File: config.mk
export PLATFORM = sky130hd
export DESIGN_NAME = aidan_mcnay_itr_divrem
export DESIGN_NICKNAME = d
export VERILOG_FILES = /design/src/rtl/aidan_mcnay_divrem_defs.sv /design/src/rtl/aidan_mcnay_divrem_step.sv /design/src/rtl/aidan_mcnay_itr_divrem.sv
export SDC_FILE = /design/constraint.sdc
export NUM_CORES = 1
export LEC_CHECK = 0
export ABC_AREA = 0
export CORE_ASPECT_RATIO = 1.4
export CORE_MARGIN = 4
export CORE_UTILIZATION = 50
export DETAILED_ROUTE_END_ITERATION = 10
export PLACE_DENSITY = 0.78
export SLEW_MARGIN = 20
export SYNTH_ARGS = -nofsm -noshare
export SYNTH_HDL_FRONTEND = slang
export SYNTH_SLANG_ARGS = --single-unit
File: constraint.sdc
create_clock -name clk -period 6 [get_ports clk]
set_input_delay 0.9 -clock clk [delete_from_list [all_inputs] [get_ports clk]]
set_output_delay 0.9 -clock clk [all_outputs]
set_load 0.005 [all_outputs]
File: src/rtl/aidan_mcnay_divrem_defs.sv
// Shared definitions for the iterative divide/remainder unit.
// Holds the controller state encoding used by aidan_mcnay_itr_divrem.
package aidan_mcnay_divrem_defs;

  localparam int STATE_W = 2;

  typedef enum logic [STATE_W-1:0] {
    IDLE = 2'd0,
    CALC = 2'd1,
    DONE = 2'd2
  } state_t;

endpackage

File: src/rtl/aidan_mcnay_divrem_step.sv
// One radix-2 restoring division iteration, purely combinational.
// Shifts the next dividend bit into the partial remainder, trial-subtracts
// the divisor and keeps or restores depending on the borrow. Kept separate
// so an unrolled or pipelined divider can chain copies of it.
module aidan_mcnay_divrem_step #(
  parameter int nbits = 16
) (
  input  logic [nbits:0]   i_rem,
  input  logic [nbits-1:0] i_quo,
  input  logic [nbits-1:0] i_divisor,
  output logic [nbits:0]   o_rem,
  output logic [nbits-1:0] o_quo
);

  logic [nbits+1:0] w_shifted;
  logic [nbits+1:0] w_diff;
  logic             w_borrow;

  // Trial subtraction; the partial remainder is always below the divisor, so
  // its top bit is 0 and the extra bit of width only carries the borrow.
  always_comb begin
    w_shifted = {i_rem, i_quo[nbits-1]};
    w_diff    = w_shifted - {2'b00, i_divisor};
    w_borrow  = w_diff[nbits+1];
    o_rem     = w_borrow ? w_shifted[nbits:0] : w_diff[nbits:0];
    o_quo     = {i_quo[nbits-2:0], ~w_borrow};
  end

endmodule

File: src/rtl/aidan_mcnay_itr_divrem.sv
// Iterative radix-2 restoring divider returning quotient and remainder of
// opa/opb with a divide-by-zero flag, behind val/rdy streams on both sides.
// Normal operations spend exactly nbits cycles in CALC; a zero divisor goes
// straight to DONE.
// Build option: define AIDAN_MCNAY_ITR_DIVREM_EARLY_EXIT_EN to also send
// opb > opa straight to DONE (quotient 0, remainder opa).
module aidan_mcnay_itr_divrem
  import aidan_mcnay_divrem_defs::*;
#(
  parameter int nbits = 16
) (
  input  logic             clk,
  input  logic             reset,
  input  logic [nbits-1:0] opa,
  input  logic [nbits-1:0] opb,
  input  logic             istream_val,
  output logic             istream_rdy,
  output logic [nbits-1:0] quotient,
  output logic [nbits-1:0] remainder,
  output logic             div_by_zero,
  output logic             ostream_val,
  input  logic             ostream_rdy
);

  localparam int CW = $clog2(nbits) + 1;
  localparam logic [CW-1:0] LAST_ITER = CW'(nbits - 1);

`ifdef AIDAN_MCNAY_ITR_DIVREM_EARLY_EXIT_EN
  localparam bit EARLY_EXIT = 1'b1;
`else
  localparam bit EARLY_EXIT = 1'b0;
`endif

  state_t           r_state;
  state_t           w_state_next;
  logic [nbits:0]   r_rem;
  logic [nbits:0]   w_rem_next;
  logic [nbits-1:0] r_quo;
  logic [nbits-1:0] w_quo_next;
  logic [nbits-1:0] r_divisor;
  logic [nbits-1:0] w_divisor_next;
  logic [CW-1:0]    r_count;
  logic [CW-1:0]    w_count_next;
  logic             r_dbz;
  logic             w_dbz_next;

  logic [nbits:0]   w_step_rem;
  logic [nbits-1:0] w_step_quo;

  aidan_mcnay_divrem_step #(
    .nbits(nbits)
  ) u_step (
    .i_rem    (r_rem),
    .i_quo    (r_quo),
    .i_divisor(r_divisor),
    .o_rem    (w_step_rem),
    .o_quo    (w_step_quo)
  );

  // Next-state and datapath update; everything holds unless a branch says otherwise.
  always_comb begin
    w_state_next   = r_state;
    w_rem_next     = r_rem;
    w_quo_next     = r_quo;
    w_divisor_next = r_divisor;
    w_count_next   = r_count;
    w_dbz_next     = r_dbz;
    case (r_state)
      IDLE: begin
        if (istream_val) begin
          w_dbz_next = 1'b0;
          if (opb == '0) begin
            w_state_next = DONE;
            w_dbz_next   = 1'b1;
            w_quo_next   = '1;
            w_rem_next   = {1'b0, opa};
          end else if (EARLY_EXIT && (opb > opa)) begin
            w_state_next = DONE;
            w_quo_next   = '0;
            w_rem_next   = {1'b0, opa};
          end else begin
            w_state_next   = CALC;
            w_divisor_next = opb;
            w_quo_next     = opa;
            w_rem_next     = '0;
            w_count_next   = '0;
          end
        end
      end
      CALC: begin
        w_rem_next   = w_step_rem;
        w_quo_next   = w_step_quo;
        w_count_next = r_count + CW'(1);
        if (r_count == LAST_ITER) begin
          w_state_next = DONE;
        end
      end
      DONE: begin
        if (ostream_rdy) begin
          w_state_next = IDLE;
        end
      end
      default: begin
        w_state_next = IDLE;
      end
    endcase
  end

  // State and datapath registers; reset discards any operation in flight.
  always_ff @(posedge clk or negedge reset) begin
    if (!reset) begin
      r_state   <= IDLE;
      r_rem     <= '0;
      r_quo     <= '0;
      r_divisor <= '0;
      r_count   <= '0;
      r_dbz     <= 1'b0;
    end else begin
      r_state   <= w_state_next;
      r_rem     <= w_rem_next;
      r_quo     <= w_quo_next;
      r_divisor <= w_divisor_next;
      r_count   <= w_count_next;
      r_dbz     <= w_dbz_next;
    end
  end

  assign istream_rdy = (r_state == IDLE);
  assign ostream_val = (r_state == DONE);
  assign quotient    = r_quo;
  assign remainder   = r_rem[nbits-1:0];
  assign div_by_zero = r_dbz;

endmodule

==> qor.csv <==
metric,value,unit
grt_max_degree,58,
p_sw,1.451,mW
start_util,0.5241,
power,3.254,mW
clkSlewWorstSetupHoldPaths,0.07,ns
synth_most_common_cell,dfrtp_1,
regArea,0.001426,sq mm
grt_pass1_vias,3199,
fin_setup_tns,0,ns
grt_first_pass_wirelength,15410,microns
die_area,0.008873,sq mm
clockPowerShare,0.110,
ioPinCount,71,
p_comb_frac,0.653,
post_synth_instance_area,0.003706,sq mm
holdBufCountCts,0,
synth_flop_cell,dfrtp_1,
endpoint_kind,flip-flop,
crit_path_start,opb[15],
wl_met1,3938,microns
via_count,3252,
timing.fmax,310.2,MHz
grt_setup_unrepaired,false,
htreeDepth,3,
cts_setup_buffers,0,
status,finished clean,
die_h,109.9,microns
synth-seq-area-share,0.3849,
setup_viol,0,
ys_types,51,
synth_edf_count,0,
crit_path_start_kind,input pin,
report.final.slew_viol_count,0,
nets,521,
cts_buffer_depth,2,
antenna_found_initial,0,
synth_mux_area_frac,0.03612,
p_leak,1.913,nW
cts_resized,0,
seqPwrFrac,0.238,
wl_met2,4639,microns
vias_per_cell,5.756,
ant_nets,0,
synth_compound_area_frac,0.2181,
core.rowCount,36,
portBuffers,70,
synthTopCellsByArea,"dfrtp_1 (38%), ha_1 (6.1%), nand2_1 (4.9%)",
peakVddDrop,0.3185,mV
synth_top_family_by_area,compound AO/OA/AOI/OAI gates,
ys_ff_latch,57,
slowest_stage,and4_1,
core_area,0.007072,sq mm
min_path_type,reg -> reg,
yosys.area_share.adder,0.06617,
drive_gt1_frac,0.07447,
arrival,3.47,ns
instances_no_fill,565,
min_from,r_count[0],
drtIter0Drc,207,
root_buffer,clkbuf_8,
cp_top_family,simple AND/OR/NAND/NOR gates,
clk-insertion-delay-late,0.35,ns
hpwl,7029,microns
highest_layer,met4,
synth_fp_nets,472,
p_int,1.803,mW
postSynthCellCount,417,
synth_top_area_frac,0.3849,
yosysTopAreaCell,dfrtp_1,
rr_startpoint,r_rem[3],
max_stage_delay,0.79,ns
wl_per_cell,16.79,microns
antenna_cells,0,
numCtsBuffers,9,
crit_buf_inv,1,
avgSynthCellArea,8.887,sq um
grt_overflow,0,
dr_wl_met3,465,microns
yosys.area_share.simple,0.1583,
clock_skew,0.01016,ns
synth_commonest_cells,"dfrtp_1 (57), nand2_1 (48), nor2_1 (30), o21ai_0 (30), inv_1 (24)",
multi_input_area,0.001981,sq mm
cts.sinks,57,
synth_xor_area_frac,0.05267,
drc,0,
sw_frac_of_total,0.4458,
cp_max_fo,22,
cap_viol_max_count,0,
area_growth_syn_to_layout,23.16,%
finalHoldViolations,0,
fillers,630,
gp_congestion,0.9057,
dieWidth,80.76,microns
grt_util_all_layers,0.2285,
post-route-period-util,0.5373,
worst_pin_slew,0.8024,ns
crit_type,in -> reg,
yosysWarnings,0,
maxSlewHeadroom,0.4651,
drtPass1Iterations,5,
wirelength,9485,microns
crit_chain,clkdlybuf4s50_1 > nor4_1 > and4_1 > and3_1 > a22o_1 > a31oi_1 > o31ai_1,
dp.cells,549,
tritoncts,built,
worstPathRequired,6.25,ns
async_flop_share,1.000,
min_period,3.224,ns
power_density,713.0,mW/mm^2
sequential cells by signal, indices dropped and copies added, names as in the netlist:
register     count
div_by_zero      1
r_state          2
r_rem           17
quotient        16
r_count          5
r_divisor       16
stage by stage:
| stage | hold slack [ns] | worst slack [ns] | util | cell area [sq um] |
|---|---|---|---|---|
| floorplan | 0.4676 | 3.624 | - | 3706 |
| global placement | 0.4825 | 2.372 | 0.6139 | 4342 |
| detailed placement | 0.4965 | 2.355 | 0.6139 | 4342 |
| CTS | 0.5046 | 2.727 | 0.6415 | 4537 |
| global route | 0.5235 | 2.528 | 0.6454 | 4564 |
| finish | 0.5102 | 2.776 | 0.6454 | 4564 |
worst reg2reg max path: cells and delay by family, from the launching register on:
| family | cells | cell delay (ns) |
|---|---|---|
| AO/OA/AOI/OAI | 4 | 0.99 |
| multiplexers | 1 | 0.34 |
| flip-flops | 1 | 0.43 |
| adder cells (fa/ha/maj) | 1 | 0.37 |
| AND/OR/NAND/NOR | 1 | 0.25 |
| XOR/XNOR | 1 | 0.48 |
cell type report:
| cell class | instances | share of cell area |
|---|---|---|
| multi-input combinational | 299 | 0.4339 |
| sequential | 57 | 0.3125 |
| timing repair buffer | 75 | 0.1650 |
| clock buffer | 12 | 0.03399 |
| tap | 95 | 0.02604 |
| inverter | 24 | 0.01974 |
| clock inverter | 3 | 0.008772 |
final timing paths:
path / to / slack (ns) / cells after the start
setup / recovery: r_rem[14] / 2.78 / 7
setup reg to reg: r_rem[4] / 2.97 / 8
hold reg to reg: r_count[0] / 0.51 / 1
max in group asynchronous: r_divisor[0] / 4.80 / 2
min in group asynchronous: quotient[5] / 0.69 / 2
hold / removal: r_count[0] / 0.51 / 1
power by group through the flow:
stage                     combinational [mW]  sequential, mW  clock [mW]
after floorplan                         1.63           0.712           0
after global placement                  2.03           0.771           0
after detailed placement                2.08           0.775           0
after CTS                               2.10           0.772       0.366
after global routing                    2.34           0.797       0.383
final                                   2.12           0.773       0.358
cell usage in the layout, fill, tap and decap left out, types with 2 or more instances in the layout:
master,netlist,routed
a22o_1,3,3
mux2_2,3,3
xnor2_1,10,10
ha_1,18,18
o2111ai_1,2,2
buf_4,17,4
inv_1,24,24
clkinv_2,0,2
mux2i_1,10,10
a21oi_1,20,20
o211ai_1,2,2
a21o_1,4,4
o21bai_1,2,2
and2_4,2,2
clkbuf_8,0,11
o21ai_1,9,9
o21a_1,6,6
and3_1,3,3
nor4_1,4,4
o31ai_1,18,18
dfrtp_1,57,57
nor2_1,30,30
nor3_1,19,19
nand2_1,48,48
a22oi_1,12,12
xor2_1,6,6
nor2b_1,4,4
nand3_1,8,8
clkdlybuf4s50_1,0,69
a31oi_1,4,4
o22ai_1,3,3
nand4_1,2,2
o21ai_0,30,29
layer usage:
layer | up-vias | track usage
met5 | - | 0
met4 | 0 | 0.1268
met3 | 35 | 0.04836
met2 | 125 | 0.3649
met1 | 1526 | 0.2863
li1 | 1566 | -
cells by family (layout without fill, tap and decap cells):
kind of cell             after synthesis  count (layout)
multiplexers                          13              13
AND/OR/NAND/NOR                      126             126
XOR/XNOR                              18              18
buffers and inverters                 61             114
AO/OA/AOI/OAI                        123             123
adder cells (fa/ha/maj)               19              19
flip-flops                            57              57
Power figures use the tool's default switching activity.
